==> src/rtl/oc8051_ibus_arbiter_if.sv <==
// Program-memory bus bundle: both master ports plus the shared slave port.
// The slave modport is the arbiter's view; the master modport is the environment's view.
interface oc8051_ibus_arbiter_if;
    logic [15:0] m0_adr_i;
    logic        m0_stb_i;
    logic        m0_cyc_i;
    logic [31:0] m0_dat_o;
    logic        m0_ack_o;
    logic        m0_err_o;

    logic [15:0] m1_adr_i;
    logic [31:0] m1_dat_i;
    logic        m1_we_i;
    logic        m1_stb_i;
    logic        m1_cyc_i;
    logic [31:0] m1_dat_o;
    logic        m1_ack_o;
    logic        m1_err_o;

    logic [15:0] s_adr_o;
    logic [31:0] s_dat_o;
    logic        s_we_o;
    logic        s_stb_o;
    logic        s_cyc_o;
    logic [31:0] s_dat_i;
    logic        s_ack_i;

    modport slave (
        input  m0_adr_i, m0_stb_i, m0_cyc_i,
        output m0_dat_o, m0_ack_o, m0_err_o,
        input  m1_adr_i, m1_dat_i, m1_we_i, m1_stb_i, m1_cyc_i,
        output m1_dat_o, m1_ack_o, m1_err_o,
        output s_adr_o, s_dat_o, s_we_o, s_stb_o, s_cyc_o,
        input  s_dat_i, s_ack_i
    );

    modport master (
        output m0_adr_i, m0_stb_i, m0_cyc_i,
        input  m0_dat_o, m0_ack_o, m0_err_o,
        output m1_adr_i, m1_dat_i, m1_we_i, m1_stb_i, m1_cyc_i,
        input  m1_dat_o, m1_ack_o, m1_err_o,
        input  s_adr_o, s_dat_o, s_we_o, s_stb_o, s_cyc_o,
        output s_dat_i, s_ack_i
    );
endinterface

==> src/rtl/oc8051_ibus_arbiter.sv <==
// Two-master Wishbone arbiter for program memory: round-robin grant, hold-limit
// preemption at ack boundaries, and no-ack timeout that errors the owner.
module oc8051_ibus_arbiter #(
    parameter int MAX_HOLD = 8,
    parameter int TO_W     = 4
) (
    input  logic                    clk,
    input  logic                    rst,
    oc8051_ibus_arbiter_if.slave    bus
);
    typedef enum logic [1:0] {IDLE, GNT0, GNT1} state_e;

    localparam int HOLD_W = $clog2(MAX_HOLD + 1);
    localparam logic [HOLD_W-1:0] HOLD_TERM = HOLD_W'(MAX_HOLD - 1);
    // The strobe cycle seen with this count is the one that brings to_cnt to all-ones.
    localparam logic [TO_W-1:0]   TO_TERM   = {{(TO_W-1){1'b1}}, 1'b0};

    state_e            state_q, state_d;
    logic              last_q, last_d;
    logic [HOLD_W-1:0] hold_cnt_q, hold_cnt_d;
    logic [TO_W-1:0]   to_cnt_q, to_cnt_d;

    logic own0, own1, own_cyc, own_stb, oth_req, own_ack, timeout, hold_hit;
    state_e other;

    always_comb begin
        own0     = (state_q == GNT0);
        own1     = (state_q == GNT1);
        own_cyc  = (own0 & bus.m0_cyc_i) | (own1 & bus.m1_cyc_i);
        own_stb  = (own0 & bus.m0_stb_i) | (own1 & bus.m1_stb_i);
        oth_req  = (own0 & bus.m1_cyc_i) | (own1 & bus.m0_cyc_i);
        own_ack  = bus.s_ack_i & (own0 | own1);
        other    = own0 ? GNT1 : GNT0;
        // Ack beats the terminal count, so a late ack never produces an err.
        timeout  = own_stb & own_cyc & ~bus.s_ack_i & (to_cnt_q == TO_TERM);
        hold_hit = own_ack & oth_req & (hold_cnt_q == HOLD_TERM);
    end

    assign bus.s_cyc_o  = own_cyc;
    assign bus.s_stb_o  = own_stb;
    assign bus.s_adr_o  = own0 ? bus.m0_adr_i : (own1 ? bus.m1_adr_i : 16'h0000);
    assign bus.s_we_o   = own1 & bus.m1_we_i;
    assign bus.s_dat_o  = own1 ? bus.m1_dat_i : 32'h0000_0000;
    assign bus.m0_dat_o = bus.s_dat_i;
    assign bus.m1_dat_o = bus.s_dat_i;
    assign bus.m0_ack_o = bus.s_ack_i & own0;
    assign bus.m1_ack_o = bus.s_ack_i & own1;
    assign bus.m0_err_o = timeout & own0;
    assign bus.m1_err_o = timeout & own1;

    always_comb begin
        state_d = state_q;
        last_d  = last_q;
        case (state_q)
            IDLE: begin
                if (bus.m0_cyc_i && bus.m1_cyc_i) begin
                    state_d = last_q ? GNT0 : GNT1;
                end else if (bus.m0_cyc_i) begin
                    state_d = GNT0;
                end else if (bus.m1_cyc_i) begin
                    state_d = GNT1;
                end
            end
            GNT0, GNT1: begin
                // A release in the same cycle as a hold-limit hit is an ordinary release.
                if (!own_cyc) begin
                    last_d  = own1;
                    state_d = oth_req ? other : IDLE;
                end else if (timeout) begin
                    last_d  = own1;
                    state_d = IDLE;
                end else if (hold_hit) begin
                    state_d = other;
                end
            end
            default: state_d = IDLE;
        endcase
    end

    always_comb begin
        hold_cnt_d = hold_cnt_q;
        if ((state_d != state_q) || !oth_req) begin
            hold_cnt_d = '0;
        end else if (own_ack) begin
            hold_cnt_d = hold_cnt_q + HOLD_W'(1);
        end

        to_cnt_d = to_cnt_q + TO_W'(1);
        if ((state_d != state_q) || !own_stb || bus.s_ack_i) begin
            to_cnt_d = '0;
        end
    end

    always_ff @(posedge clk or posedge rst) begin
        if (rst) begin
            state_q    <= IDLE;
            last_q     <= 1'b1;
            hold_cnt_q <= '0;
            to_cnt_q   <= '0;
        end else begin
            state_q    <= state_d;
            last_q     <= last_d;
            hold_cnt_q <= hold_cnt_d;
            to_cnt_q   <= to_cnt_d;
        end
    end
endmodule

==> src/flat_wrapper.sv <==
// flat-port wrapper written by rule: the top's interface ports become plain ports
module oc8051_ibus_arbiter_flat 
#(
    parameter int MAX_HOLD = 8,
    parameter int TO_W     = 4
)
  (clk, rst, bus_m0_adr_i, bus_m0_stb_i, bus_m0_cyc_i, bus_m0_dat_o, bus_m0_ack_o, bus_m0_err_o, bus_m1_adr_i, bus_m1_dat_i, bus_m1_we_i, bus_m1_stb_i, bus_m1_cyc_i, bus_m1_dat_o, bus_m1_ack_o, bus_m1_err_o, bus_s_adr_o, bus_s_dat_o, bus_s_we_o, bus_s_stb_o, bus_s_cyc_o, bus_s_dat_i, bus_s_ack_i);
  oc8051_ibus_arbiter_if bus_i ();
  input  logic clk;
  input  logic rst;
  input wire logic [$bits(bus_i.m0_adr_i)-1:0] bus_m0_adr_i;
  input wire logic [$bits(bus_i.m0_stb_i)-1:0] bus_m0_stb_i;
  input wire logic [$bits(bus_i.m0_cyc_i)-1:0] bus_m0_cyc_i;
  output wire logic [$bits(bus_i.m0_dat_o)-1:0] bus_m0_dat_o;
  output wire logic [$bits(bus_i.m0_ack_o)-1:0] bus_m0_ack_o;
  output wire logic [$bits(bus_i.m0_err_o)-1:0] bus_m0_err_o;
  input wire logic [$bits(bus_i.m1_adr_i)-1:0] bus_m1_adr_i;
  input wire logic [$bits(bus_i.m1_dat_i)-1:0] bus_m1_dat_i;
  input wire logic [$bits(bus_i.m1_we_i)-1:0] bus_m1_we_i;
  input wire logic [$bits(bus_i.m1_stb_i)-1:0] bus_m1_stb_i;
  input wire logic [$bits(bus_i.m1_cyc_i)-1:0] bus_m1_cyc_i;
  output wire logic [$bits(bus_i.m1_dat_o)-1:0] bus_m1_dat_o;
  output wire logic [$bits(bus_i.m1_ack_o)-1:0] bus_m1_ack_o;
  output wire logic [$bits(bus_i.m1_err_o)-1:0] bus_m1_err_o;
  output wire logic [$bits(bus_i.s_adr_o)-1:0] bus_s_adr_o;
  output wire logic [$bits(bus_i.s_dat_o)-1:0] bus_s_dat_o;
  output wire logic [$bits(bus_i.s_we_o)-1:0] bus_s_we_o;
  output wire logic [$bits(bus_i.s_stb_o)-1:0] bus_s_stb_o;
  output wire logic [$bits(bus_i.s_cyc_o)-1:0] bus_s_cyc_o;
  input wire logic [$bits(bus_i.s_dat_i)-1:0] bus_s_dat_i;
  input wire logic [$bits(bus_i.s_ack_i)-1:0] bus_s_ack_i;
  assign bus_i.m0_adr_i = bus_m0_adr_i;
  assign bus_i.m0_stb_i = bus_m0_stb_i;
  assign bus_i.m0_cyc_i = bus_m0_cyc_i;
  assign bus_m0_dat_o = bus_i.m0_dat_o;
  assign bus_m0_ack_o = bus_i.m0_ack_o;
  assign bus_m0_err_o = bus_i.m0_err_o;
  assign bus_i.m1_adr_i = bus_m1_adr_i;
  assign bus_i.m1_dat_i = bus_m1_dat_i;
  assign bus_i.m1_we_i = bus_m1_we_i;
  assign bus_i.m1_stb_i = bus_m1_stb_i;
  assign bus_i.m1_cyc_i = bus_m1_cyc_i;
  assign bus_m1_dat_o = bus_i.m1_dat_o;
  assign bus_m1_ack_o = bus_i.m1_ack_o;
  assign bus_m1_err_o = bus_i.m1_err_o;
  assign bus_s_adr_o = bus_i.s_adr_o;
  assign bus_s_dat_o = bus_i.s_dat_o;
  assign bus_s_we_o = bus_i.s_we_o;
  assign bus_s_stb_o = bus_i.s_stb_o;
  assign bus_s_cyc_o = bus_i.s_cyc_o;
  assign bus_i.s_dat_i = bus_s_dat_i;
  assign bus_i.s_ack_i = bus_s_ack_i;
  oc8051_ibus_arbiter #(.MAX_HOLD(MAX_HOLD), .TO_W(TO_W)) u_core (.clk(clk), .rst(rst), .bus(bus_i));
endmodule
==> config.mk <==
export PLATFORM = sky130hd
export DESIGN_NAME = oc8051_ibus_arbiter_flat
export DESIGN_NICKNAME = d
export VERILOG_FILES = /design/src/rtl/oc8051_ibus_arbiter_if.sv /design/src/rtl/oc8051_ibus_arbiter.sv /design/src/flat_wrapper.sv
export SDC_FILE = /design/constraint.sdc
export NUM_CORES = 1
export LEC_CHECK = 0
export CORE_MARGIN = 2
export CORE_UTILIZATION = 27
export CTS_CLUSTER_SIZE = 40
export DETAILED_ROUTE_END_ITERATION = 12
export HOLD_SLACK_MARGIN = 0.05
export PLACE_DENSITY = 0.8
export SLEW_MARGIN = 30
export SYNTH_ARGS = -nofsm -noshare
export SYNTH_HDL_FRONTEND = slang
export SYNTH_SLANG_ARGS = --single-unit
==> constraint.sdc <==
create_clock -name clk -period 2.3 [get_ports clk]
set_input_delay 0.46 -clock clk [delete_from_list [all_inputs] [get_ports clk]]
set_output_delay 0.46 -clock clk [all_outputs]
set_load 0.01 [all_outputs]
**Yosys cells after proc, flatten, opt, wreduce, memory -nomap -nowiden**

Cells that the tools add are included.

- Register bits: 11
- Latch bits: 0
- RAM bits: 0
- Bits in read-only memories: 0
- Bits of input ports: 104
- Output and inout port bits: 119
- Memories: 0

- Add/sub/neg operators: 2
- $mul: 0
- Divide/modulo/power cells: 0
- Magnitude comparators: 0
- Eq/ne operators: 6
- Shift operators: 0
- Mux-type cells: 18
- Bitwise logic cells: 22
- Reduce and logical (&&, ||, !) cells: 10

Operator list:

| kind | number |
|---|---|
| 16-bit two-way mux | 2 |
| 32-bit two-way mux | 1 |
| 2-bit two-way mux | 9 |
| 1-bit bitwise AND | 17 |
| 4-bit two-way mux | 3 |
| 4-bit by 1-bit adder with 4-bit output (second input constant) | 2 |
| 4-bit by 3-bit equality test with 1-bit output (second input constant) | 1 |
| 4-bit equality test (second input constant) | 1 |
| 1-bit OR | 4 |
| 2-bit case mux with 2 select lines | 1 |
| 1-bit logical OR | 3 |
| 2-bit by 1-bit equality test with 1-bit output (second input constant) | 1 |
| 2-bit equality test (second input constant) | 1 |
| 1-bit zero test | 2 |
| 2-bit zero test | 1 |
| 1-bit two-way mux | 2 |
| 2-bit by 1-bit != test with 1-bit output (second input constant) | 1 |
| 2-bit != test | 1 |
| 2-bit AND reduction | 1 |
| 2-bit nonzero test | 1 |
| 2-bit OR reduction | 1 |
| 1-bit logical AND | 1 |
| 1-bit inverter | 1 |

**Longest topological paths before layout**

- Depth in word-level cells: 13
- Mapped depth: 8
- Depth with buffers taken out: 7

**Least setup slack after synthesis**

OpenSTA, ideal clock, no wires.

- Path kind: register -> register
- Start: reg u_core.state_q[1]
- End: reg u_core.hold_cnt_q[1]
- Library setup time: 0.140 ns
- Arrival time: 1.976 ns
- Data required time: 2.160 ns
- Path slack: 0.184 ns
- Cell stages (with the launch flop): 9
- Cells stage by stage: dfrtp_1 inv_1 ha_1 clkbuf_1 nand3_1 nor4_1 nor2_1 nor2_1 nor4b_2

- Cells in the longest elaborated chain, start to end: 12

RTL lines:

| what | line | RTL |
|---|---|---|
| start: declaration | oc8051_ibus_arbiter.sv:18 | `state_e state_q, state_d;` |
| start signal: assignment | oc8051_ibus_arbiter.sv:101 | `state_q <= state_d;` |
| 2-bit by 1-bit equality test with 1-bit output / 2-bit equality test (equally long branches) | oc8051_ibus_arbiter.sv:27, oc8051_ibus_arbiter.sv:54, oc8051_ibus_arbiter.sv:28 |  |
| 1-bit OR (tied with other cells) | oc8051_ibus_arbiter.sv:32 | `own_ack = bus.s_ack_i & (own0 \| own1);` |
| 1-bit bitwise AND (tied with other cells) | oc8051_ibus_arbiter.sv:32 |  |
| 1-bit bitwise AND, on equally long branches (2 in a row) | oc8051_ibus_arbiter.sv:36, oc8051_ibus_arbiter.sv:35 |  |
| 2-bit two-way mux / 1-bit bitwise AND (equally long branches) | oc8051_ibus_arbiter.sv:72, oc8051_ibus_arbiter.sv:35 |  |
| 2-bit two-way mux | oc8051_ibus_arbiter.sv:69 | `end else if (timeout) begin` |
| 2-bit two-way mux | oc8051_ibus_arbiter.sv:66 | `if (!own_cyc) begin` |
| 2-bit case mux with 2 select lines | oc8051_ibus_arbiter.sv:54 | `case (state_q)` |
| 2-bit != test | oc8051_ibus_arbiter.sv:82 | `if ((state_d != state_q) \|\| !oth_req) begin` |
| 1-bit logical OR | oc8051_ibus_arbiter.sv:82 |  |
| 4-bit two-way mux / 2-bit nonzero test (equally long branches) | n/a |  |
| end signal: assignment | oc8051_ibus_arbiter.sv:103 | `hold_cnt_q <= hold_cnt_d;` |
| end: declaration | oc8051_ibus_arbiter.sv:20 | `logic [HOLD_W-1:0] hold_cnt_q, hold_cnt_d;` |

Several ways; a longest one is shown, not always the timed one.
A chain may end at the register's enable or synchronous reset.

**Worst setup path in the final report**

- Start: reg u_core.state_q[1]
- End: reg u_core.to_cnt_q[2]

- Cells in the longest elaborated chain, start to end: 13

RTL lines:

| what | line | RTL |
|---|---|---|
| 2-bit by 1-bit equality test with 1-bit output / 2-bit equality test (equally long branches) | oc8051_ibus_arbiter.sv:27, oc8051_ibus_arbiter.sv:54, oc8051_ibus_arbiter.sv:28 |  |
| 1-bit OR (tied with other cells) | oc8051_ibus_arbiter.sv:32 |  |
| 1-bit bitwise AND (tied with other cells) | oc8051_ibus_arbiter.sv:32 |  |
| 1-bit bitwise AND, on equally long branches (2 in a row) | oc8051_ibus_arbiter.sv:36, oc8051_ibus_arbiter.sv:35 |  |
| 2-bit two-way mux / 1-bit bitwise AND (equally long branches) | oc8051_ibus_arbiter.sv:72, oc8051_ibus_arbiter.sv:35 |  |
| 2-bit two-way mux | oc8051_ibus_arbiter.sv:69 |  |
| 2-bit two-way mux | oc8051_ibus_arbiter.sv:66 |  |
| 2-bit case mux with 2 select lines | oc8051_ibus_arbiter.sv:54 |  |
| 2-bit != test | oc8051_ibus_arbiter.sv:89 | `if ((state_d != state_q) \|\| !own_stb \|\| bus.s_ack_i) begin` |
| 1-bit logical OR * (2 in a row) | oc8051_ibus_arbiter.sv:89 |  |
| 4-bit two-way mux * | oc8051_ibus_arbiter.sv:89 |  |
| net u_core.to_cnt_d[2] | oc8051_ibus_arbiter.sv:21 | `logic [TO_W-1:0] to_cnt_q, to_cnt_d;` |
| end signal: assignment | oc8051_ibus_arbiter.sv:104 | `to_cnt_q <= to_cnt_d;` |
| end: declaration | oc8051_ibus_arbiter.sv:21 |  |

Mark *: on every way through the listed nets, which the timed path passes. The rest lies on a longest branch.

==> results.sh <==
export IMPL_slew_viol_final=0
export IMPL_fin_skew_ns=0.00506
export IMPL_cts_tree="yes"
export IMPL_synth_edf_count=0
export IMPL_io_buffers=126
export IMPL_grt_overflow=0
export IMPL_core_area_um2=6720
export IMPL_h_tree_depth=1
export IMPL_syn_inst=263
export IMPL_final_util_pct=45.8
export IMPL_grt_total_usage_pct=16.6
export IMPL_yosysUniqueCellTypes=46
export IMPL_die_y_um=86.8
export IMPL_fin_tns_setup_ns=0
export IMPL_nFillCells=660
export IMPL_dp_cells=414
export IMPL_grt_setup_unrepaired="yes"
export IMPL_vias=2044
export IMPL_worstSkewPairLatency_ns=0.24
export IMPL_layout_commonest_cell="clkdlybuf4s50_1"
export IMPL_hold_viol=0
export IMPL_slew_headroom_pct=69.6
export IMPL_syn_to_final_growth_pct=66.2
export IMPL_drt_iter0_drc=76
export IMPL_syn_avg_cell_area_um2=7.04
export IMPL_syn_area_um2=1850
export IMPL_cts_made_buffers=3
export IMPL_cap_violations=0
export IMPL_cp_end_kind="flip-flop"
export IMPL_final_nets=454
export IMPL_drtPass1Iterations=4
export IMPL_worst_setup_path_start_kind="flip-flop"
export IMPL_fin_total_pwr_mw=2.52
export IMPL_post_route_period_util_pct=97.3
export IMPL_grt_pass1_vias=1832
export IMPL_antenna_found_initial=0
export IMPL_setup_violations=0
export IMPL_peakVddDrop_uv=556
export IMPL_grt_pass1_wl_mm=9.89
export IMPL_drc=0
export IMPL_synthFlopType="dfrtp_1"
export IMPL_worst_slew_pin_slew_ns=0.452
export IMPL_place_congestion=0.878
export IMPL_p_leak_nw=1.41
export IMPL_io_pins=223
export IMPL_row_count=30
export IMPL_vias_per_cell=4.84
export IMPL_chipWidth_um=86.8
export IMPL_layout_common_cells="clkdlybuf4s50_1 (71), dlygate4sd2_1 (43), nand2_1 (38)"
export IMPL_grt_max_degree=32
export IMPL_cts_root_buf="clkbuf_8"
export IMPL_required_ns=2.45
export IMPL_drive_gt1_share_pct=18.7
export IMPL_synthArstFlopShare_pct=100
export IMPL_die_area_um2=7540
export IMPL_seq_area_frac_synth_pct=14.9
export IMPL_period_needed_ns=2.24
export IMPL_cts_sinks=11
export IMPL_synth_seq_cells=11
export IMPL_whs_path_depth=1
export IMPL_ys_warn_count=0
export IMPL_fin_cells=422
export IMPL_hp_class="flip-flop to flip-flop"
export IMPL_cts_buffer_depth=2
export IMPL_crit_fanout=8
export IMPL_wl_per_cell_um=16.9
export IMPL_critical_path_class="flip-flop to flip-flop"
export IMPL_initial_utilization_pct=27.6
export IMPL_clk_pin_slew_worst_paths_ns=0.05
export IMPL_max_freq_mhz=447
export IMPL_power_density_nw_per_um2=820
export IMPL_status="finished clean"
export IMPL_wirelength_mm=7.11
export IMPL_cts_hold_buf=0
export IMPL_arrival_ns=2.39
export IMPL_drtAntennaViolNets=0
export IMPL_syn_nets=374
export IMPL_dp_hpwl_mm=5.40
export IMPL_reg2reg_depth=10
export IMPL_diodes=0
area by class of cell:
type,instances,area [µm²],area share (%)
flip-flops and latches,11,277,8.98
repair buffers,152,1480,48.0
well taps,80,100,3.25
inverters,7,26.3,0.854
multi-input cells,168,1150,37.4
clock buffers,4,45.0,1.46
worst max-delay path, stage by stage (launching register included):
cell and delay (ns):
dfrtp_1 0.41, inv_2 0.07, ha_4 0.16, buf_6 0.13
buf_12 0.12, buf_4 0.14, nor2b_4 0.12, o21ai_2 0.08
and3_1 0.17, a221o_2 0.45, nor4_2 0.29
synthesized netlist by cell type (2+ instances only):
cell type  instances  share of area [%]
o21ai_0           21                5.7
nor4_1             5                1.7
clkbuf_1           9                1.8
inv_1              6                1.2
a21oi_1            2               0.54
ha_1               7                4.7
a22oi_1            4                1.6
a22o_1             2               0.95
and2_1            37                 12
nand3_1            5                1.4
buf_4             66                 27
dfrtp_1           10                 14
o31ai_1            2               0.81
xnor2_1            3                1.4
nor2b_1            2               0.68
nor3_1             5                1.4
nand2_1           38                7.7
or2_2              2               0.68
nand2b_1           2               0.68
nor2_1             9                1.8
per-stage QoR:
step	instance area (µm²)	setup WS (ns)	hold slack, ns
after global placement	2870	-0.494	0.477
after detailed placement	2870	-0.464	0.487
after global routing	3080	-0.0237	0.514
after CTS	2930	-0.0339	0.493
after floorplan	1850	0.184	0.312
final	3080	0.0613	0.501
routing by layer:
metal  track usage, %  wire [µm]  vias up
met4             2.70        113        0
met3             4.76        587        8
li1                 -          -      972
met5                0          0        -
met2             29.0       3510      135
met1             20.5       2900      929
sequential cells by signal, summed over array words and instances (netlist names):
signal / flops
u_core.last_q: 1
u_core.hold_cnt_q: 4
u_core.state_q: 2
u_core.to_cnt_q: 4
path summary, 6_finish.rpt:
check	from	to	slack, ns
worst max register to register	u_core.state_q[1]$_DFF_PP0_	u_core.to_cnt_q[2]$_DFF_PP0_	0.06
worst min-delay path	u_core.to_cnt_q[0]$_DFF_PP0_	u_core.to_cnt_q[0]$_DFF_PP0_	0.50
worst min register to register	u_core.to_cnt_q[0]$_DFF_PP0_	u_core.to_cnt_q[0]$_DFF_PP0_	0.50
min in group asynchronous	rst	u_core.hold_cnt_q[0]$_DFFE_PP0P_	0.51
worst max-delay path	u_core.state_q[1]$_DFF_PP0_	u_core.to_cnt_q[2]$_DFF_PP0_	0.06
max in group asynchronous	rst	u_core.last_q$_DFFE_PP1P_	1.47
what timing repair did:
item	in CTS	in global routing
buffers inserted	0	3
pin swaps	1	10
setup endpoints to repair	63	23
gates resized for setup	70	47
gates cloned	1	1
cell families (layout without fill, tap and decap cells):
| kind of cell | count (synthesis) | after routing | synth area share, % |
|---|---|---|---|
| xor gates and xnor gates | 4 | 4 | 1.89 |
| buffers and inverters | 84 | 163 | 30.5 |
| muxes | 2 | 2 | 1.15 |
| AOI/OAI and AO/OA | 43 | 43 | 15.1 |
| adders and majority gates | 7 | 7 | 4.73 |
| and+or+nand+nor | 112 | 112 | 31.7 |
| DFF | 11 | 11 | 14.9 |
power breakdown:
| part | switching [mW] | internal [mW] |
|---|---|---|
| logic | 1.01 | 1.05 |
| registers | 0.0332 | 0.226 |
| clock network | 0.0770 | 0.122 |
| total | 1.12 | 1.40 |
Note: power is estimated with default switching activity, not from simulation.
